## config.mk

```make
export PLATFORM = sky130hd
export DESIGN_NAME = jtkiwi_gfxrom
export DESIGN_NICKNAME = d
export VERILOG_FILES = /design/src/rtl/jtkiwi_gfxrom_pkg.sv /design/src/rtl/jtkiwi_gfxrom_slot.sv /design/src/rtl/jtkiwi_gfxrom.sv
export SDC_FILE = /design/constraint.sdc
export NUM_CORES = 1
export LEC_CHECK = 0
export CAP_MARGIN = 20
export CORE_ASPECT_RATIO = 0.75
export CORE_MARGIN = 10
export CORE_UTILIZATION = 25
export DETAILED_ROUTE_END_ITERATION = 10
export PLACE_DENSITY_LB_ADDON = 0.15
export SETUP_SLACK_MARGIN = 0.05
export SLEW_MARGIN = 30
export SYNTH_ARGS = -nofsm -noshare
export SYNTH_HDL_FRONTEND = slang
export SYNTH_SLANG_ARGS = --single-unit
```

## constraint.sdc

```tcl
create_clock -name clk -period 4.07 [get_ports clk]
set_clock_uncertainty 0.1 [all_clocks]
set_input_delay 0.814 -clock clk [delete_from_list [all_inputs] [get_ports clk]]
set_output_delay 0.814 -clock clk [all_outputs]
set_load 0.05 [all_outputs]
```

## src/rtl/jtkiwi_gfxrom_pkg.sv

```systemverilog
// Shared types and constants for the jtkiwi graphics ROM arbiter.
package jtkiwi_gfxrom_pkg;

  localparam int ADDR_W   = 18;  // client address bits [19:2]
  localparam int SDRAM_AW = 22;  // SDRAM 16-bit-word address width
  localparam int DATA_W   = 32;
  localparam int NCLIENT  = 2;

  // Client indices
  localparam int SCR = 0;
  localparam int OBJ = 1;

  typedef enum logic [1:0] {
    IDLE     = 2'd0,
    WAIT_ACK = 2'd1,
    WAIT_RDY = 2'd2
  } state_t;

endpackage

```

## src/rtl/jtkiwi_gfxrom_slot.sv

```systemverilog
// One client slot: latched address, data register and valid flag.
// ok is combinational so a repeated address hits in the same cycle.
module jtkiwi_gfxrom_slot
  import jtkiwi_gfxrom_pkg::*;
(
  input  logic              clk,
  input  logic              rst,
  input  logic              cs,
  input  logic [ADDR_W-1:0] addr,
  input  logic              latch,
  input  logic              store,
  input  logic [DATA_W-1:0] din,
  output logic              ok,
  output logic              pending,
  output logic [DATA_W-1:0] data
);

  logic [ADDR_W-1:0] addr_q, addr_d;
  logic [DATA_W-1:0] data_q, data_d;
  logic              valid_q, valid_d;

  // Next-state: latch clears valid for a new fetch, store fills and validates
  always_comb begin
    addr_d  = addr_q;
    data_d  = data_q;
    valid_d = valid_q;
    if (latch) begin
      addr_d  = addr;
      valid_d = 1'b0;
    end
    if (store) begin
      data_d  = din;
      valid_d = 1'b1;
    end
  end

  // Slot registers
  always_ff @(posedge clk or posedge rst) begin
    if (rst) begin
      addr_q  <= '0;
      data_q  <= '0;
      valid_q <= 1'b0;
    end else begin
      addr_q  <= addr_d;
      data_q  <= data_d;
      valid_q <= valid_d;
    end
  end

  assign ok      = cs & valid_q & (addr == addr_q);
  assign pending = cs & ~ok;
  assign data    = data_q;

endmodule

```

## src/rtl/jtkiwi_gfxrom.sv

```systemverilog
// Graphics ROM arbiter: two 32-bit clients (tiles, sprites) sharing one
// SDRAM read port. Optional macro JTKIWI_GFXROM_RR_EN selects round-robin
// tie breaking; without it the tile client always wins ties.
module jtkiwi_gfxrom
  import jtkiwi_gfxrom_pkg::*;
#(
  parameter logic [21:0] SCR_OFFSET = 22'h00_0000,
  parameter logic [21:0] OBJ_OFFSET = 22'h10_0000
) (
  input  logic        clk,
  input  logic        rst,
  input  logic        scr_cs,
  input  logic [19:2] scr_addr,
  output logic [31:0] scr_data,
  output logic        scr_ok,
  input  logic        obj_cs,
  input  logic [19:2] obj_addr,
  output logic [31:0] obj_data,
  output logic        obj_ok,
  output logic        sdram_req,
  output logic [21:0] sdram_addr,
  input  logic        sdram_ack,
  input  logic        sdram_rdy,
  input  logic [31:0] sdram_din
);

  logic [NCLIENT-1:0] cs_a, ok_a, pend_a, latch_a, store_a;
  logic [ADDR_W-1:0]  addr_a [NCLIENT];
  logic [DATA_W-1:0]  data_a [NCLIENT];

  assign cs_a[SCR]   = scr_cs;
  assign cs_a[OBJ]   = obj_cs;
  assign addr_a[SCR] = scr_addr;
  assign addr_a[OBJ] = obj_addr;

  genvar gi;
  generate
    for (gi = 0; gi < NCLIENT; gi++) begin : g_slot
      jtkiwi_gfxrom_slot u_slot (
        .clk     (clk),
        .rst     (rst),
        .cs      (cs_a[gi]),
        .addr    (addr_a[gi]),
        .latch   (latch_a[gi]),
        .store   (store_a[gi]),
        .din     (sdram_din),
        .ok      (ok_a[gi]),
        .pending (pend_a[gi]),
        .data    (data_a[gi])
      );
    end
  endgenerate

  assign scr_ok   = ok_a[SCR];
  assign obj_ok   = ok_a[OBJ];
  assign scr_data = data_a[SCR];
  assign obj_data = data_a[OBJ];

  state_t              state_q, state_d;
  logic                sel_q, sel_d;
  logic                req_q, req_d;
  logic [SDRAM_AW-1:0] sdram_addr_q, sdram_addr_d;
  logic                pick;

`ifdef JTKIWI_GFXROM_RR_EN
  // ptr names the client preferred on the next tie
  logic ptr_q, ptr_d;

  // Tie goes to ptr; otherwise whichever client is pending
  always_comb begin
    if (pend_a[SCR] && pend_a[OBJ]) pick = ptr_q;
    else                            pick = ~pend_a[SCR];
    ptr_d = ptr_q;
    if (state_q == IDLE && (|pend_a)) ptr_d = ~pick;
  end

  // Round-robin pointer register
  always_ff @(posedge clk or posedge rst) begin
    if (rst) ptr_q <= 1'b0;
    else     ptr_q <= ptr_d;
  end
`else
  // Fixed priority: tiles win whenever they are pending
  always_comb begin
    pick = ~pend_a[SCR];
  end
`endif

  // FSM next-state and slot control
  always_comb begin
    state_d      = state_q;
    sel_d        = sel_q;
    req_d        = req_q;
    sdram_addr_d = sdram_addr_q;
    latch_a      = '0;
    store_a      = '0;
    case (state_q)
      IDLE: begin
        if (|pend_a) begin
          latch_a[pick] = 1'b1;
          sel_d         = pick;
          req_d         = 1'b1;
          sdram_addr_d  = (pick ? OBJ_OFFSET : SCR_OFFSET)
                          + {3'b000, addr_a[pick], 1'b0};
          state_d       = WAIT_ACK;
        end
      end
      WAIT_ACK: begin
        if (sdram_ack) begin
          req_d = 1'b0;
          // rdy alongside ack completes the transfer straight away
          if (sdram_rdy) begin
            store_a[sel_q] = 1'b1;
            state_d        = IDLE;
          end else begin
            state_d = WAIT_RDY;
          end
        end
      end
      WAIT_RDY: begin
        if (sdram_rdy) begin
          store_a[sel_q] = 1'b1;
          state_d        = IDLE;
        end
      end
      default: state_d = IDLE;
    endcase
  end

  // FSM and SDRAM request registers
  always_ff @(posedge clk or posedge rst) begin
    if (rst) begin
      state_q      <= IDLE;
      sel_q        <= 1'b0;
      req_q        <= 1'b0;
      sdram_addr_q <= '0;
    end else begin
      state_q      <= state_d;
      sel_q        <= sel_d;
      req_q        <= req_d;
      sdram_addr_q <= sdram_addr_d;
    end
  end

  assign sdram_req  = req_q;
  assign sdram_addr = sdram_addr_q;

endmodule

```

## After elaboration in Yosys (flattened, before gate mapping)

Index checks and enable logic that the tools add are counted.

| operators by class | value |
|---|---|
| shift-type cells | 0 |
| reduce and logical (&&, ||, !) cells | 10 |
| div/mod/pow operators | 0 |
| add/subtract/negate cells | 1 |
| muxes and demuxes | 25 |
| bitwise logic cells | 10 |
| $lt $le $gt $ge | 5 |
| multiply operators | 0 |
| eq/ne operators | 7 |

Operators with widths:

| kind | number |
|---|---|
| $mux W18 | 3 |
| $eq A18 B18 Y1 | 2 |
| $add A21 B19 Y22 | 1 |
| $mux W21 | 1 |
| $mux W2 | 8 |
| $mux W1 | 8 |
| $and A1 B1 Y1 | 6 |
| $ne A2 B2 Y1 const B | 3 |
| $pmux W2 S3 | 1 |
| $reduce_and A3 Y1 | 2 |
| $reduce_bool A2 Y1 | 3 |
| $lt A1 B2 Y1 const B | 2 |
| $pmux W2 S2 | 1 |
| $not A1 Y1 | 3 |
| $demux W1 S1 | 2 |
| $eq A2 B1 Y1 const B | 1 |
| $eq A2 B2 Y1 const B | 1 |
| $ge A1 B1 Y1 const B | 2 |
| $ge A2 B2 Y1 const B | 1 |
| $logic_and A1 B1 Y1 | 2 |
| $logic_not A2 Y1 | 1 |
| $not A1 Y2 | 1 |
| $pmux W1 S2 | 1 |
| $reduce_and A2 Y1 | 1 |
| $reduce_or A2 Y1 | 1 |

| storage, ports and cells | value |
|---|---|
| memory bits (writable) | 0 |
| register bits after elaboration | 128 |
| ROM bits | 0 |
| output and inout port bits | 89 |
| memories | 0 |
| input bits | 74 |
| latch bits | 0 |

## Logic depth before layout (Yosys ltp)

Gate-level depths: netlist (run 1).

| depth | value |
|---|---|
| depth after elaboration | 13 |
| mapped depth | 8 |

## Hierarchy

Synthesis (run 1) repeated with hierarchy kept, for this count alone.

| unflattened totals | value |
|---|---|
| cell total of the unflattened synthesis | 386 |
| area total of the unflattened synthesis | 5316.3 um2 |

Modules (own cells, without submodules):

| module | area each (um2) | sequential area each (um2) | instances | cells each |
|---|---|---|---|---|
| jtkiwi_gfxrom_slot | 2093.3 | 1276.2 | 2 | 136 |
| jtkiwi_gfxrom | 1129.8 | 550.5 | 1 | 114 |

## Worst setup path after synthesis (run 1)

OpenSTA, ideal clock, no wires.

| timing | value |
|---|---|
| path kind | input to output |
| start point | input port scr_addr[17] (netlist name) |
| end point | output port scr_ok |
| cell stages on the path | 4 |
| required time | 3.156 ns |
| path buffers | 0 |
| slack | 0.885 ns |
| data arrival time | 2.271 ns |
| cells stage by stage | xor2_1 -> or4_4 -> nor4_4 -> and2_1 |

| on the way | value |
|---|---|
| word-level cells in the longest chain between the ends | 2 |

Ends and longest elaborated chain:

| element | RTL line | text |
|---|---|---|
| start, declared | jtkiwi_gfxrom.sv:13 | `input logic [19:2] scr_addr,` |
| $eq A18 B18 Y1 | jtkiwi_gfxrom_slot.sv:50 | `assign ok = cs & valid_q & (addr == addr_q);` |
| $and A1 B1 Y1 | jtkiwi_gfxrom_slot.sv:50 |  |
| end, declared | jtkiwi_gfxrom.sv:15 | `output logic scr_ok,` |

No other way between the ends.

## Worst setup path in the final report (run 1)

Ends and elaborated chain as after synthesis.

==> results by group, run 1 <==
Critical path
  – Arrival time at the worst endpoint: ~2.7 ns
  – Worst EP required: 3.16 ns
  – Setup CP Type: in -> out
  – CP Capture Type: output port
  – Crit Path Max Fanout: 3
  – Startpoint types: primary input

Clocking
  – CTS Buf Count: 17
  – Worst-Skew Late Latency: slightly above 0.4 ns
  – Clock tree buffer depth: 2
  – CTS H-tree lvls: 4
  – Sink Count: about 120
  – Hold buffer count at cts: 0
  – Setup bufs post-CTS: 0
  – Post-CTS sizing: 0
  – Root Buffer: clkbuf_16
  – TritonCTS clock tree: yes
  – Reg clk slew, reported paths: 0.05 ns

Drt
  – Pre-Repair DR Iteration Count: 4
  – Drt wl/cell: around 19 um
  – DRC violations left: 0
  – Initial drt markers: 162
  – Routed vias/inst: 4.37
  – Total via count in the routed design: 3651
  – Post-route ant nets: 0
  – WL final: roughly 16000 um

Placed design
  – Half-perimeter wire length after placement: ~12000 um
  – Routability congestion estimate from global placement: 0.739
  – Port Buffer Count: ~160
  – Placed Area: 7280 um^2

Finish
  – P&R area growth vs syn: 48.4%
  – Fin nets: 618
  – Layout cell share with drive strength beyond 1: 24.2%
  – Fin area: 7840 um^2
  – Fin util: around two fifths
  – Filler cell count: 2019

Yosys
  – Cell area after synthesis: 5290 um^2
  – Asr flop ratio synth: 100%
  – Avg Cell Area, Syn: 14.3 um^2
  – Number of synthesized flops with an enable pin: 0
  – Ys flop type: dfrtp_1
  – Sequential element share of the synthesized area: 58.7%
  – Post-synth cell types: 41
  – Gate Count Post-Synth: between 300 and 400
  – Post-synthesis sequential element count: 124
  – Yosys warns: 0

GRT
  – Pin count of the biggest net entering global routing: 67
  – Overall routing resource usage: a little under an eighth
  – GRT Max-Usage Layer: met2
  – First-pass GRT wire length: roughly 25000 um
  – Routing usage on met2: 17.1%
  – Global route overflow: 0
  – Number of global-route vias before repair: 4153
  – Grt met1 use: 14.4%
  – Number of antenna violations at the first check in global routing: 2
  – GR Layer Usage met3: 6.62%

STA
  – Slew Limit Fails: 0
  – Hold Slack: 0.374 ns
  – Final setup fails: 0
  – RSZ-0062 raised after global routing: false
  – Measured slew at the worst slew-check pin: about 0.78 ns
  – Worst slew margin: 48.2%
  – Fmax: approximately 0.28 GHz
  – Period utilisation layout: ~88%
  – Final hold viol count: 0
  – Post-layout min period: 3.60 ns
  – Post-route setup TNS: 0 ns

Floorplan
  – I/O Pins: 163
  – Area of the core: 20500 um^2
  – Initial Utilization: 25.8%
  – Die height: 146 um
  – Chip width: ~190 um
  – Die area: between 20000 and 30000 um^2
  – # rows: between 40 and 50

Power
  – Pleak: 3.42 nW
  – Maximum vdd drop: 415 uV
  – Pwr/cell area: 927 nW/um^2
  – Design Power: between 7 and 8 mW

Outcome
  – Status: finished, final reports clean

Job
  – MaxCap Viol Count: 0

Hold path
  – Hold Path Class: reg -> reg
==> area by class of cell <==
class / count / area (um^2) / share of cell area, %
Antenna cell: 1 / 2.50 / 0.0319
Multi-Input combinational cell: 221 / 2060 / 26.3
Clock inverter: 13 / 119 / 1.52
Inverter: 6 / 26.3 / 0.335
Sequential cell: 124 / 3100 / 39.6
Tap cell: 282 / 353 / 4.50
Timing Repair Buffer: 171 / 1740 / 22.2
Clock buffer: 18 / 439 / 5.60
==> layer usage <==
| layer | vias up | share of wire [%] |
|---|---|---|
| met5 | - | 0.087 |
| met4 | 2 | 1.6 |
| met3 | 20 | 10 |
| met2 | 121 | 44 |
| met1 | 1835 | 44 |
| li1 | 1673 | - |
==> registers in the layout (all words and copies together) (netlist names) <==
| signal | cells |
|---|---|
| g_slot.u_slot.data | 64 |
| state_q | 2 |
| sdram_addr | 19 |
| g_slot.u_slot.valid_q | 2 |
| g_slot.u_slot.addr_q | 36 |
| sdram_req | 1 |
==> through the flow <==
| step | setup WS [ns] | cells |
|---|---|---|
| after floorplan | 0.885 | 371 |
| after global placement | 0.398 | 804 |
| after detailed placement | 0.371 | 804 |
| after CTS | 0.412 | 835 |
| after global routing | 0.355 | 835 |
| final | 0.473 | 836 |
==> kinds of logic (layout without fill, tap and decap cells) <==
group / count (synthesis) / in the layout / share of synthesized area, %
multiplexers: 83 / 83 / 18.4
buffers and inverters: 26 / 208 / 2.63
other: 1 / 4 / 0.0709
AND/OR/NAND/NOR: 45 / 45 / 5.42
flip-flops: 124 / 124 / 58.7
XOR/XNOR: 36 / 36 / 5.96
AO/OA/AOI/OAI: 51 / 51 / 8.14
adder cells (fa/ha/maj): 3 / 3 / 0.710
==> worst max-delay path, cell delays in order <==
cell             delay [ns]
clkdlybuf4s50_1        0.43
xor2_1                 0.16
or4_4                  0.55
nor4_4                 0.35
and2_1                 0.22
buf_12                 0.15
==> where the power goes <==
group / internal, mW / switching, mW / leakage [nW]
logic: 1.43 / 2.22 / 1.64
registers: 1.83 / 0.347 / 1.52
clock network: 0.853 / 0.584 / 0.253
==> synth_stat cells, types with 2 or more instances <==
library cell | count | area (um^2)
ha_1 | 3 | 37.5
xor2_1 | 21 | 184
clkbuf_1 | 10 | 37.5
nand2_1 | 7 | 26.3
nor3_1 | 2 | 10.0
inv_1 | 6 | 22.5
nor4_1 | 4 | 25.0
and3_1 | 18 | 113
dfrtp_1 | 124 | 3100
nor2_1 | 2 | 7.51
a21oi_1 | 2 | 10.0
buf_4 | 5 | 37.5
nand4_1 | 5 | 31.3
mux2_4 | 10 | 150
buf_2 | 3 | 15.0
a221o_1 | 18 | 180
xnor2_1 | 15 | 131
a21o_1 | 20 | 150
mux2_2 | 70 | 788
o21a_1 | 2 | 15.0
mux2_1 | 2 | 22.5
==> worst paths after layout <==
| check | start | slack [ns] | to | cells past startpoint |
|---|---|---|---|---|
| setup / recovery | scr_addr[17] | 0.47 | scr_ok | 6 |
| hold reg to reg | g_slot[1].u_slot.valid_q$_DFFE_PP0P_ | 0.37 | g_slot[1].u_slot.valid_q$_DFFE_PP0P_ | 1 |
| max in group asynchronous | rst | 2.27 | g_slot[0].u_slot.data[6]$_DFFE_PP0P_ | 3 |
| hold / removal | g_slot[1].u_slot.valid_q$_DFFE_PP0P_ | 0.37 | g_slot[1].u_slot.valid_q$_DFFE_PP0P_ | 1 |
| setup reg to reg | g_slot[0].u_slot.addr_q[15]$_DFFE_PP0P_ | 1.25 | g_slot[1].u_slot.addr_q[12]$_DFFE_PP0P_ | 7 |
| min in group asynchronous | rst | 0.78 | g_slot[1].u_slot.data[26]$_DFFE_PP0P_ | 2 |
==> placed cells by master, fill, tap and decap left out, drive strengths merged, types with 2 or more instances in the layout <==
| cell type | instances |
|---|---|
| clkdlybuf4s50 | 157 |
| dfrtp | 124 |
| mux2 | 82 |
| xor2 | 21 |
| a21o | 20 |
| and3 | 18 |
| a221o | 18 |
| clkbuf | 18 |
| xnor2 | 15 |
| buf | 14 |
| clkinvlp | 8 |
| nand2 | 7 |
| inv | 7 |
| nand4 | 5 |
| nor4 | 5 |
| ha | 3 |
| conb | 3 |
| clkinv | 3 |
| nor3 | 3 |
| o21a | 2 |
| a21oi | 2 |
| nor2 | 2 |
| o21ai | 2 |
Power figures use the tool's default switching activity.
==> run 2: changes to the inputs <==
Settings changed: ABC_CLOCK_PERIOD_IN_PS from default to 4070, CTS_CLUSTER_SIZE from default to 40.
==> results of run 2 <==
Final layout, timing and power as in run 1 (identical DEF).
